==> src/rtl/byp_sb_unit.sv <==
// byp_sb_unit: EX-stage bypass network with a per-register scoreboard.
//
// Forwards results from NFWD pipeline stages to NSRC read-stage operands. It
// also counts in-flight writers per architectural register. An operand whose
// register has outstanding writers, and that no stage can supply, raises a
// stall. Multi-cycle producers therefore hold the RD stage instead of
// silently reading a stale register file value.
//
// Ports:
//   clk, rst_n            core clock, asynchronous active-low reset
//   en                    unit enable (0: comb outputs idle, state frozen)
//   flush                 clears every scoreboard entry
//   iss_valid/iss_ready   issue handshake RD->EX (see below)
//   iss_rd, iss_has_rd    destination of the issuing instruction
//   src_valid, src_reg    per-operand source register requests
//   fwd_valid/rdy/rd/value  per-stage writer info, index 0 = youngest
//   wb_valid, wb_rd       writeback retiring one writer
//   byp_hit, byp_value    per-operand bypass result
//   stall                 RD stage must hold
//   stall_cycles          saturating count of blocked issue attempts
//
// Handshake: an instruction moves from RD into EX on a cycle where both
// iss_valid and iss_ready are high. iss_ready is a combinational function of
// iss_valid, so the producer may not wait for ready before raising valid.
// While valid is high and ready is low, the producer holds the instruction
// and retries it on a later cycle.
module byp_sb_unit #(
    parameter int XLEN    = 32,
    parameter int NREG    = 32,
    parameter int NSRC    = 2,
    parameter int NFWD    = 3,
    parameter int MAXPEND = 3,
    localparam int RW     = $clog2(NREG)
) (
    input  logic                 clk,
    input  logic                 rst_n,
    input  logic                 en,
    input  logic                 flush,
    input  logic                 iss_valid,
    input  logic [RW-1:0]        iss_rd,
    input  logic                 iss_has_rd,
    output logic                 iss_ready,
    input  logic [NSRC-1:0]      src_valid,
    input  logic [NSRC*RW-1:0]   src_reg,
    input  logic [NFWD-1:0]      fwd_valid,
    input  logic [NFWD-1:0]      fwd_rdy,
    input  logic [NFWD*RW-1:0]   fwd_rd,
    input  logic [NFWD*XLEN-1:0] fwd_value,
    input  logic                 wb_valid,
    input  logic [RW-1:0]        wb_rd,
    output logic [NSRC-1:0]      byp_hit,
    output logic [NSRC*XLEN-1:0] byp_value,
    output logic                 stall,
    output logic [31:0]          stall_cycles
);

    localparam int PW = $clog2(MAXPEND + 1);

    logic [PW-1:0]        pend [NREG];
    logic [NSRC-1:0]      hit_raw;
    logic [NSRC*XLEN-1:0] val_raw;
    logic [NSRC-1:0]      need_stall;
    logic                 matched;
    logic [RW-1:0]        sreg;
    logic                 stall_raw;
    logic                 sat_raw;
    logic                 inc;
    logic                 dec;

    // Priority scan: the youngest matching stage owns the operand. If that
    // stage is not ready yet, it still masks older ready stages, because
    // their values are stale relative to the pending write.
    always_comb begin
        hit_raw    = '0;
        val_raw    = '0;
        need_stall = '0;
        matched    = 1'b0;
        sreg       = '0;
        for (int i = 0; i < NSRC; i++) begin
            matched = 1'b0;
            sreg    = src_reg[i*RW +: RW];
            for (int k = 0; k < NFWD; k++) begin
                if (!matched && fwd_valid[k] && (fwd_rd[k*RW +: RW] == sreg)) begin
                    matched = 1'b1;
                    if (fwd_rdy[k]) begin
                        hit_raw[i]                = 1'b1;
                        val_raw[i*XLEN +: XLEN]   = fwd_value[k*XLEN +: XLEN];
                    end
                end
            end
            // x0 is hardwired zero and unused operands stay quiet.
            if (!src_valid[i] || (sreg == '0)) begin
                hit_raw[i]              = 1'b0;
                val_raw[i*XLEN +: XLEN] = '0;
            end
            need_stall[i] = src_valid[i] && (sreg != '0) &&
                            (pend[sreg] != '0) && !hit_raw[i];
        end
    end

    assign stall_raw = |need_stall;
    assign sat_raw   = iss_has_rd && (iss_rd != '0) && (pend[iss_rd] == PW'(MAXPEND));

    assign stall     = en && stall_raw;
    assign iss_ready = en && iss_valid && !stall_raw && !sat_raw;
    assign byp_hit   = en ? hit_raw : '0;
    assign byp_value = en ? val_raw : '0;

    assign inc = iss_ready && iss_has_rd && (iss_rd != '0);
    assign dec = wb_valid && (wb_rd != '0);

    always_ff @(posedge clk or negedge rst_n) begin
        if (!rst_n) begin
            for (int r = 0; r < NREG; r++) pend[r] <= '0;
            stall_cycles <= '0;
        end else if (en) begin
            if (flush) begin
                for (int r = 0; r < NREG; r++) pend[r] <= '0;
            end else begin
                for (int r = 1; r < NREG; r++) begin
                    if (inc && (iss_rd == RW'(r)) && !(dec && (wb_rd == RW'(r)))) begin
                        pend[r] <= pend[r] + PW'(1);
                    end else if (dec && (wb_rd == RW'(r)) && !(inc && (iss_rd == RW'(r))) &&
                                 (pend[r] != '0)) begin
                        pend[r] <= pend[r] - PW'(1);
                    end
                end
            end
            if ((stall_raw || sat_raw) && iss_valid && (stall_cycles != 32'hFFFF_FFFF)) begin
                stall_cycles <= stall_cycles + 32'd1;
            end
        end
    end

    // A writeback with no matching in-flight writer means the pipeline lost
    // track of a producer. The counter holds at 0, but this is a real bug.
    a_no_underflow: assert property (
        @(posedge clk) disable iff (!rst_n)
        (en && !flush && dec && !(inc && (iss_rd == wb_rd))) |-> (pend[wb_rd] != '0)
    ) else $error("byp_sb_unit: writeback to register %0d with no pending writer", wb_rd);

endmodule
==> config.mk <==
export PLATFORM = sky130hd
export DESIGN_NAME = byp_sb_unit
export DESIGN_NICKNAME = d
export VERILOG_FILES = /design/src/rtl/byp_sb_unit.sv
export SDC_FILE = /design/constraint.sdc
export NUM_CORES = 1
export LEC_CHECK = 0
export CAP_MARGIN = 10
export CELL_PAD_IN_SITES_DETAIL_PLACEMENT = 0
export CELL_PAD_IN_SITES_GLOBAL_PLACEMENT = 1
export CORE_MARGIN = 10
export CORE_UTILIZATION = 36
export CTS_BUF_LIST = sky130_fd_sc_hd__clkbuf_8
export DETAILED_ROUTE_END_ITERATION = 10
export PLACE_DENSITY = 0.84
export RECOVER_POWER = 25
export SLEW_MARGIN = 20
export SYNTH_ARGS = -nofsm -noshare
export SYNTH_HDL_FRONTEND = slang
export SYNTH_SLANG_ARGS = --single-unit
==> constraint.sdc <==
create_clock -name clk -period 5.8 [get_ports clk]
set_clock_uncertainty 0.05 [all_clocks]
set_input_delay 1.45 -clock clk [delete_from_list [all_inputs] [get_ports clk]]
set_output_delay 1.45 -clock clk [all_outputs]
set_load 0.01 [all_outputs]
Yosys cells after proc, flatten, opt, wreduce, memory -nomap -nowiden
Cells that the tools add are included.
{"block": "totals", "n_memories": 0, "wordCells": 635, "reg_bits": 94, "ramBits": 0, "latch_bits": 0, "in_bits": 146, "romBits": 0}
{"block": "classes", "n_lt_le_gt_ge": 3, "bitwise": 3, "n_mul": 0, "n_div": 0, "shifts": 0, "muxes": 104, "n_reduce_logical": 360, "eq_ne": 70, "addsub": 63}
{"op": "2-to-1 mux 32 bit", "n": 13}
{"op": "logical AND 1 bit", "n": 182}
{"op": "equality test 5 bit, second input constant", "n": 32}
{"op": "2-to-1 mux 2 bit", "n": 69}
{"op": "nonzero test 3 bit", "n": 31}
{"op": "equality test 5 x 4 -> 1 bit, second input constant", "n": 16}
{"op": "zero test 1 bit", "n": 72}
{"op": "nonzero test 2 bit", "n": 33}
{"op": "2-to-1 mux 64 bit", "n": 1}
{"op": "AND reduction 2 bit", "n": 32}
{"op": "adder 2 x 1 -> 2 bit, second input constant", "n": 31}
{"op": "2-to-1 mux 62 bit", "n": 1}
{"op": "subtractor 2 x 1 -> 2 bit, second input constant", "n": 31}
{"op": "equality test 5 x 3 -> 1 bit, second input constant", "n": 8}
{"op": "adder 32 x 1 -> 32 bit, second input constant", "n": 1}
{"op": "inequality test 32 bit, second input constant", "n": 1}
{"op": "binary-select mux 2 bit (select 5 bit)", "n": 3}
{"op": "equality test 5 bit", "n": 6}
{"op": "equality test 5 x 2 -> 1 bit, second input constant", "n": 4}
{"op": "nonzero test 5 bit", "n": 4}
{"op": "greater-or-equal comparator 6 bit, second input constant", "n": 3}
{"op": "NOT 5 -> 6 bit", "n": 3}
{"op": "2-to-1 mux 1 bit", "n": 17}
{"op": "equality test 5 x 1 -> 1 bit, second input constant", "n": 2}
{"op": "other kinds (4)", "n": 7}

Logic depth before layout (Yosys ltp)
Gate-level depths: netlist (run 1).
{"block": "logic_depth", "ltp_word": 27, "mapped_depth": 14}

Worst setup path after synthesis (run 1)
Ideal clock, no wire load.
{"block": "synth_timing", "path_kind": "input port to output port", "from": "in src_reg[0]", "to": "out stall", "required_ns": 4.300, "slack_ns": 0.608, "n_path_buf": 4, "path_stages": 11, "arrival_time_ns": 3.692, "cell_sequence": "buf_6 inv_4 mux4_2 o2111ai_1 a21bo_1 a2111o_1 o31a_1 buf_6 buf_6 buf_2 nor2_1"}
{"block": "synth_between", "elab_chain_cells": 16}
{"item": "start: declaration", "line_no": "44", "text": "input logic [NSRC*RW-1:0] src_reg,"}
{"item": "equality test 5 bit", "line_no": "83", "text": "if (!matched && fwd_valid[k] && (fwd_rd[k*RW +: RW] == sreg)) begin"}
{"item": "logical AND 1 bit", "line_no": "83"}
{"item": "2-to-1 mux 1 bit", "line_no": "83"}
{"item": "zero test 1 bit", "line_no": "83"}
{"item": "logical AND 1 bit (2 in a row)", "line_no": "83"}
{"item": "2-to-1 mux 1 bit", "line_no": "83"}
{"item": "zero test 1 bit", "line_no": "83"}
{"item": "logical AND 1 bit (2 in a row)", "line_no": "83"}
{"item": "2-to-1 mux 1 bit", "line_no": "83"}
{"item": "2-to-1 mux 1 bit", "line_no": "92", "text": "if (!src_valid[i] || (sreg == '0)) begin"}
{"item": "zero test 1 bit", "line_no": "97", "text": "(pend[sreg] != '0) && !hit_raw[i];"}
{"item": "logical AND 1 bit (*)", "line_no": "97"}
{"item": "OR reduction 2 bit (*)", "line_no": "101", "text": "assign stall_raw = |need_stall;"}
{"item": "logical AND 1 bit (*)", "line_no": "104", "text": "assign stall = en && stall_raw;"}
{"item": "end: declaration", "line_no": "53", "text": "output logic stall,"}
Mark *: on every way between the ends. The rest lies on a longest branch, timed or not. The select of a mux whose other input is x is not followed.

Worst setup path in the final report (run 1)
{"block": "layout_timing", "from": "in fwd_rd[3]", "to": "out byp_value[45]"}
{"block": "layout_between", "elab_chain_cells": 13}
{"item": "start: declaration", "line_no": "47", "text": "input logic [NFWD*RW-1:0] fwd_rd,"}
{"item": "equality test 5 bit (*)", "line_no": "83"}
{"item": "logical AND 1 bit (*)", "line_no": "83"}
{"item": "2-to-1 mux 1 bit", "line_no": "83"}
{"item": "zero test 1 bit", "line_no": "83"}
{"item": "logical AND 1 bit (2 in a row)", "line_no": "83"}
{"item": "2-to-1 mux 1 bit", "line_no": "83"}
{"item": "zero test 1 bit", "line_no": "83"}
{"item": "logical AND 1 bit (2 in a row)", "line_no": "83"}
{"item": "2-to-1 mux 32 bit (*)", "line_no": "83"}
{"item": "2-to-1 mux 32 bit (*)", "line_no": "92"}
{"item": "2-to-1 mux 64 bit (*)", "line_no": "107", "text": "assign byp_value = en ? val_raw : '0;"}
{"item": "end: declaration", "line_no": "52", "text": "output logic [NSRC*XLEN-1:0] byp_value,"}
Mark *: on every way between the ends. The rest lies on a longest branch, timed or not.

==> run_results.csv, run 1 <==
group,metric,value,unit
run_status,outcome,"complete, but fails checks",
run_status,violations,"max-capacitance violations, max-slew violations",
timing,worstMarginPinSlew,3160,ps
routing,wl_per_cell,23.4,um
yosys,yosys.area_share.simple,0.299,
yosys,syn_area_per_cell,7.48,um2
routing,drt-pass1-iter-count,6,
yosys,synth-warning-count,0,
routing,final_antenna_net_count,0,
setup_path,crit_arrival,4240,ps
timing,hold_viol,0,
placement,dpl.hpwl,31400,um
placement,dpl_worst_slack,-338,ps
yosys,synth.area.mux_share,0.0377,
floorplanning,die_area,32000,um2
timing,period_needed,5740,ps
global_route,grt_usage,0.249,
cells_and_area,final_cells,1793,
power_and_ir_drop,clkPwrFrac,0.254,
yosys,synth.distinct_cells,81,
timing,final.period_utilization,0.989,
floorplanning,row_count,58,
global_route,grt_pass1_wl,63000,um
worst_hold_path,hp-class,"register to register",
timing,rsz0062_at_grt,"yes",
setup_path,worst-path-max-fanout,20,
yosys,synth-edff-count,0,
setup_path,worstRegToRegCells,10,
floorplanning,coreArea,25000,um2
placement,io_buffer_count,245,
yosys,synth_ff_type,"dfrtp_1",
power_and_ir_drop,p_int,1.32,mW
flow_run,maxCapViolCount,1,
cells_and_area,layout-drive-gt1-share,0.103,
clock_network,cts_tree,"yes",
power_and_ir_drop,sw_frac_of_total,0.371,
yosys,synth_nets,1363,
timing,maxSlewViolCount,55,
yosys,ys_ff_latch,94,
setup_path,required,4300,ps
worst_hold_path,worstHoldPathCells,1,
cells_and_area,finalNetCount,1604,
clock_network,cts_root_buffer,"clkbuf_8",
clock_network,cts_buffers,9,
timing,setup_viol,0,
yosys,synth_fa_ha_area_frac,0.00138,
placement,dpl.cell_count,1767,
cells_and_area,area_growth,39.8,%
floorplanning,die_width,179,um
timing,relSlewSlack,-1.10,
timing,finalWorstSetupSlack,62.5,ps
clock_network,clk_pin_slew,110,ps
power_and_ir_drop,p_leak,4.78,nW
clock_network,cts_buffer_depth,2,
setup_path,crit_path_start_kind,"input pin",
routing,drtIter0Drc,1248,
clock_network,clock_latency,390,ps
yosys,yosysSeqAreaShare,0.259,
yosys,syn_area,9100,um2
floorplanning,start_util,0.363,
floorplanning,io_pins,246,
clock_network,numClockSinks,94,
routing,vias_per_cell,6.15,
setup_path,crit_path_end_kind,"primary output",
clock_network,cts_max_level,3,
power_and_ir_drop,power_frac_seq,0.407,
yosys,synth_xor_area_frac,0.0616,
global_route,grt_pass1_vias,10500,
power_and_ir_drop,p_sw,778,uW
floorplanning,die_h,179,um
yosys,synth_compound_area_frac,0.275,
power_and_ir_drop,pwr-share-comb,0.339,
yosys,synth_cells,1216,
routing,drc_errors,0,
setup_path,critPathKind,"input pin to primary output",
yosys,async_flop_share,1.00,
timing,fmax,174,MHz
routing,dr_total_vias,11000,
power_and_ir_drop,power_density,165,nW/um2
global_route,grt_antenna_before_repair,2,
routing,wirelength,41900,um
global_route,grt_max_degree,55,
yosys,synth_top_family_by_area,"simple AND/OR/NAND/NOR gates",
placement,gp_congestion,0.984,
power_and_ir_drop,ir_drop,0.139,mV
global_route,overflow,0,
-- power by group through the flow --
| stage | Sequential [mW] | Clock, mW | Combinational, mW |
|---|---|---|---|
| 4_1_cts | 0.849 | 0.545 | 0.704 |
| 2_1_floorplan | 0.836 | 0 | 0.359 |
| 3_5_place_dp | 0.863 | 0 | 0.695 |
| 5_1_grt | 0.867 | 0.561 | 0.768 |
| 3_3_place_gp | 0.859 | 0 | 0.689 |
| 6_report | 0.853 | 0.532 | 0.711 |
-- layout make-up --
type                    instances  area [um2]
clock buffers                  10         138
fillers                      2468       12300
flip-flops and latches         94        2350
well taps                     330         413
multi-input cells             979        6240
diodes                          1        2.50
inverters                      49         186
repair buffers                324        3290
clock inverters                 6        92.6
-- Yosys cell counts (all sizes together), types with 15 or more instances --
| library cell | count | area (um2) |
|---|---|---|
| nand2 | 174 | 653 |
| nor2 | 140 | 526 |
| dfrtp | 94 | 2350 |
| clkbuf | 70 | 264 |
| nor3 | 58 | 315 |
| a21oi | 57 | 285 |
| inv | 49 | 186 |
| a32oi | 45 | 394 |
| nand3 | 38 | 190 |
| xor2 | 37 | 324 |
| o21ai | 36 | 184 |
| nand4 | 32 | 200 |
| xnor2 | 27 | 236 |
| buf | 25 | 156 |
| o211ai | 22 | 165 |
| a222oi | 20 | 200 |
| a31oi | 17 | 113 |
| nor4 | 17 | 113 |
| nand2b | 15 | 93.8 |
-- cell families after synthesis --
group,Yosys count
adders and majority gates,1
xor gates and xnor gates,64
AOI/OAI and AO/OA,331
muxes,19
buffers and inverters,144
and+or+nand+nor,563
DFF,94
-- critical path, cell delays in order --
cell and delay, ps:
clkdlybuf4s50_1 470, buf_4 160, xor2_1 150, nor4_2 310, and3_1 220, buf_4 220, nor2_2 80, buf_12 160
buf_12 150, a222oi_1 290, nor2_1 70, clkdlybuf4s50_1 500
-- state kept, by name (all words and copies together), names as in the netlist --
| register | count |
|---|---|
| stall_cycles | 32 |
| pend | 62 |
-- metrics by stage --
step | total power, mW | utilization | cell area, um2 | hold WS (ps) | setup TNS, ps
global placement | 1.55 | 0.488 | 12200 | 424 | -9680
global route | 2.20 | 0.508 | 12700 | 467 | -147
detailed placement | 1.56 | 0.488 | 12200 | 437 | -11410
CTS | 2.10 | 0.502 | 12600 | 455 | -21.4
finish | 2.10 | 0.508 | 12700 | 450 | 0
floorplan | 1.20 | - | 9100 | 456 | 0
-- per-layer routing --
metal  part of all wire  GRT usage
met4              0.022     0.0630
met5            0.00024          0
met3               0.10     0.0541
met2               0.49      0.429
met1               0.39      0.308
-- worst paths after layout --
path                                                    from                            to  slack [ps]
worst max register to register          pend[10]$_DFFE_PN0P_          pend[36]$_DFFE_PN0P_        2110
min in group asynchronous                              rst_n          pend[10]$_DFFE_PN0P_        2040
max in group asynchronous                              rst_n   stall_cycles[8]$_DFFE_PN0P_        1300
worst min register to register  stall_cycles[28]$_DFFE_PN0P_  stall_cycles[28]$_DFFE_PN0P_         450
worst min-delay path            stall_cycles[28]$_DFFE_PN0P_  stall_cycles[28]$_DFFE_PN0P_         450
worst max-delay path                               fwd_rd[3]                 byp_value[45]          60
-- what timing repair did --
item,4_1_cts,5_1_grt
pin swaps,5,10
hold buffers,0,0
setup buffers,4,4
endpoints found under the hold margin,0,0
setup endpoints to repair,58,63
gates resized for setup,15,23
cloned,1,0
-- placed cells by master, fill, tap and decap left out, types with 38 or more instances in the layout --
| cell | synthesis | routed |
|---|---|---|
| clkdlybuf4s50_1 | 0 | 225 |
| nor3_1 | 53 | 51 |
| nand3_1 | 38 | 38 |
| dfrtp_1 | 94 | 94 |
| buf_4 | 1 | 59 |
| nand2_1 | 174 | 174 |
| a32oi_1 | 45 | 45 |
| inv_1 | 48 | 48 |
| a21oi_1 | 57 | 55 |
| nor2_1 | 140 | 136 |
(Power assumes the default switching activity.)
==> inputs of run 2 (changes only) <==
--- a/config.mk
+++ b/config.mk
@@ -5,7 +5,7 @@
 export SDC_FILE = /design/constraint.sdc
 export NUM_CORES = 1
 export LEC_CHECK = 0
-export CAP_MARGIN = 10
+export CAP_MARGIN = 20
 export CELL_PAD_IN_SITES_DETAIL_PLACEMENT = 0
 export CELL_PAD_IN_SITES_GLOBAL_PLACEMENT = 1
 export CORE_MARGIN = 10
==> run 2 against run 1 <==
Effect of this change:
- the run still ends with max-capacitance violations, max-slew violations left
- hold slack improved by 0.97 ps
- utilization decreased by 0.30 points
- worst setup slack improved by 1.7 ps
- first-iteration DRC count decreased by 11%
- maximum frequency about the same
- wire length increased by 0.22%
- final area decreased by 0.60%
- cell count about the same
==> run_results.csv, run 2 (synthesis results as in run 1) <==
group,metric,value,unit
setup_path,r2r_end,"pend[36]$_DFFE_PN0P_",
global_route,grt_antenna_before_repair,1,
worst_hold_path,whs_endpoint,"stall_cycles[10]$_DFFE_PN0P_",
placement,dpl.hpwl,31500,um
power_and_ir_drop,ir_drop,0.137,mV
clock_network,numClockSinks,94,
setup_path,worstRegToRegCells,10,
cells_and_area,largest_reg_flops,62,
routing,top_layer_used,"met4",
setup_path,timing.critical_path.mode_cell,"buf_4",
power_and_ir_drop,p_leak,4.68,nW
floorplanning,coreArea,25000,um2
worst_hold_path,worstHoldPathCells,1,
setup_path,crit_path_end_kind,"primary output",
routing,drt-pass1-iter-count,8,
cells_and_area,layout_commonest_cell,"clkdlybuf4s50_1",
timing,worstMarginPinSlew,3150,ps
setup_path,slowest_stage,"clkdlybuf4s50_1",
floorplanning,io_pins,246,
timing,fmax,174,MHz
setup_path,r2r_slack,2140,ps
timing,setup_viol,0,
setup_path,crit_chain,"clkdlybuf4s50_1 > buf_4 > xor2_1 > nor4_2 > and3_4 > buf_4 > buf_8 > and2_4 > buf_4 > a222oi_1 > nor2_1 > clkdlybuf4s50_1",
worst_hold_path,hp-start,"stall_cycles[10]$_DFFE_PN0P_",
global_route,grt_usage,0.249,
setup_path,critPathKind,"input pin to primary output",
placement,placed_area,12200,um2
cells_and_area,design_area,12600,um2
clock_network,clock_latency,400,ps
timing,final.period_utilization,0.989,
setup_path,crit_arrival,4240,ps
cells_and_area,layout.cells.most_common_list,"clkdlybuf4s50_1 (230), nand2_1 (174), nor2_1 (135), dfrtp_1 (94), buf_4 (63)",
setup_path,crit_path_start_kind,"input pin",
routing,wirelength,42000,um
power_and_ir_drop,total_power,2.10,mW
global_route,grt_pass1_vias,10400,
floorplanning,die_area,32000,um2
routing,final_antenna_net_count,0,
placement,dpl_worst_slack,-349,ps
timing,rsz0062_at_grt,"yes",
setup_path,crit_family,"buffers and inverters",
cells_and_area,final_util,0.505,
clock_network,cts_root_buffer,"clkbuf_8",
routing,drc_errors,0,
setup_path,cpPeakStageDelay,570,ps
timing,relSlewSlack,-1.10,
cells_and_area,top_register,"pend",
routing,wl_met3,4170,um
flow_run,maxCapViolCount,1,
routing,drtIter0Drc,1114,
clock_network,cts_max_level,3,
setup_path,required,4300,ps
worst_hold_path,hp-class,"register to register",
power_and_ir_drop,power_density,166,nW/um2
setup_path,path_buf_inv,6,
routing,drt-met1-wl,16500,um
clock_network,cts_buffer_depth,2,
cells_and_area,top_regs,"pend (62), stall_cycles (32)",
clock_network,cts_tree,"yes",
clock_network,clk_pin_slew,110,ps
floorplanning,die_width,179,um
placement,gp_congestion,0.984,
routing,wl_per_cell,23.4,um
global_route,grt_pass1_wl,62800,um
floorplanning,die_h,179,um
floorplanning,start_util,0.363,
floorplanning,row_count,58,
setup_path,worst-path-max-fanout,23,
global_route,overflow,0,
run_status,outcome,"complete, but fails checks",
setup_path,crit-reg2reg-launch,"pend[2]$_DFFE_PN0P_",
timing,hold_viol,0,
timing,finalWorstSetupSlack,64.2,ps
cells_and_area,layout-drive-gt1-share,0.103,
run_status,violations,"max-capacitance violations, max-slew violations",
routing,vias_per_cell,6.20,
routing,dr_total_vias,11100,
cells_and_area,finalNetCount,1603,
timing,maxSlewViolCount,55,
global_route,grt_max_degree,55,
routing,met2_length,20400,um
clock_network,cts_buffers,9,
timing,period_needed,5740,ps
placement,io_buffer_count,245,
cells_and_area,area_growth,38.9,%
==> run 2: per-layer routing <==
metal | global-route usage | up-vias
li1 | - | 5064
met1 | 0.311 | 5388
met2 | 0.430 | 592
met3 | 0.0505 | 59
met4 | 0.0586 | 0
met5 | 0 | -
==> run 2: how the worst max path moves through the flow <==
stage | start | slack (ps) | end | cells after the start
after global placement | src_reg[3] | -350 | byp_value[24] | 9
after detailed placement | src_reg[8] | -350 | byp_value[58] | 10
final | src_reg[3] | 60 | byp_value[2] | 12
after global routing | src_reg[3] | -70 | byp_value[14] | 12
after floorplan | src_reg[0] | 610 | stall | 11
after CTS | fwd_rd[0] | -50 | byp_value[58] | 11
==> run 2: power breakdown <==
group	switching (mW)	internal, mW	total (mW)
Clock	0.280	0.258	0.539
Sequential	0.123	0.731	0.854
Combinational	0.382	0.328	0.709
Total	0.785	1.32	2.10
==> run 2: stage by stage <==
step,setup TNS (ps),hold slack (ps),std cells
6_report,0,451,1792
5_1_grt,-403,484,1792
4_1_cts,-53.7,448,1789
3_5_place_dp,-11530,429,1768
3_3_place_gp,-9680,424,1767
2_1_floorplan,0,456,1216
==> run 2: final cells by class <==
class | instances | area, um2
clock inverters | 6 | 91.3
clock buffers | 10 | 138
fillers | 2444 | 12400
multi-input cells | 979 | 6240
well taps | 330 | 413
flip-flops and latches | 94 | 2350
inverters | 49 | 186
repair buffers | 323 | 3210
diodes | 1 | 2.50
==> run 2: what timing repair did <==
item                       4_1_cts  5_1_grt
gates resized for setup         16       16
pin swaps                        4        7
cloned                           1        0
setup endpoints to repair       59       46
hold buffers                     0        0
setup buffers                    4        2
hold endpoints to repair         0        0
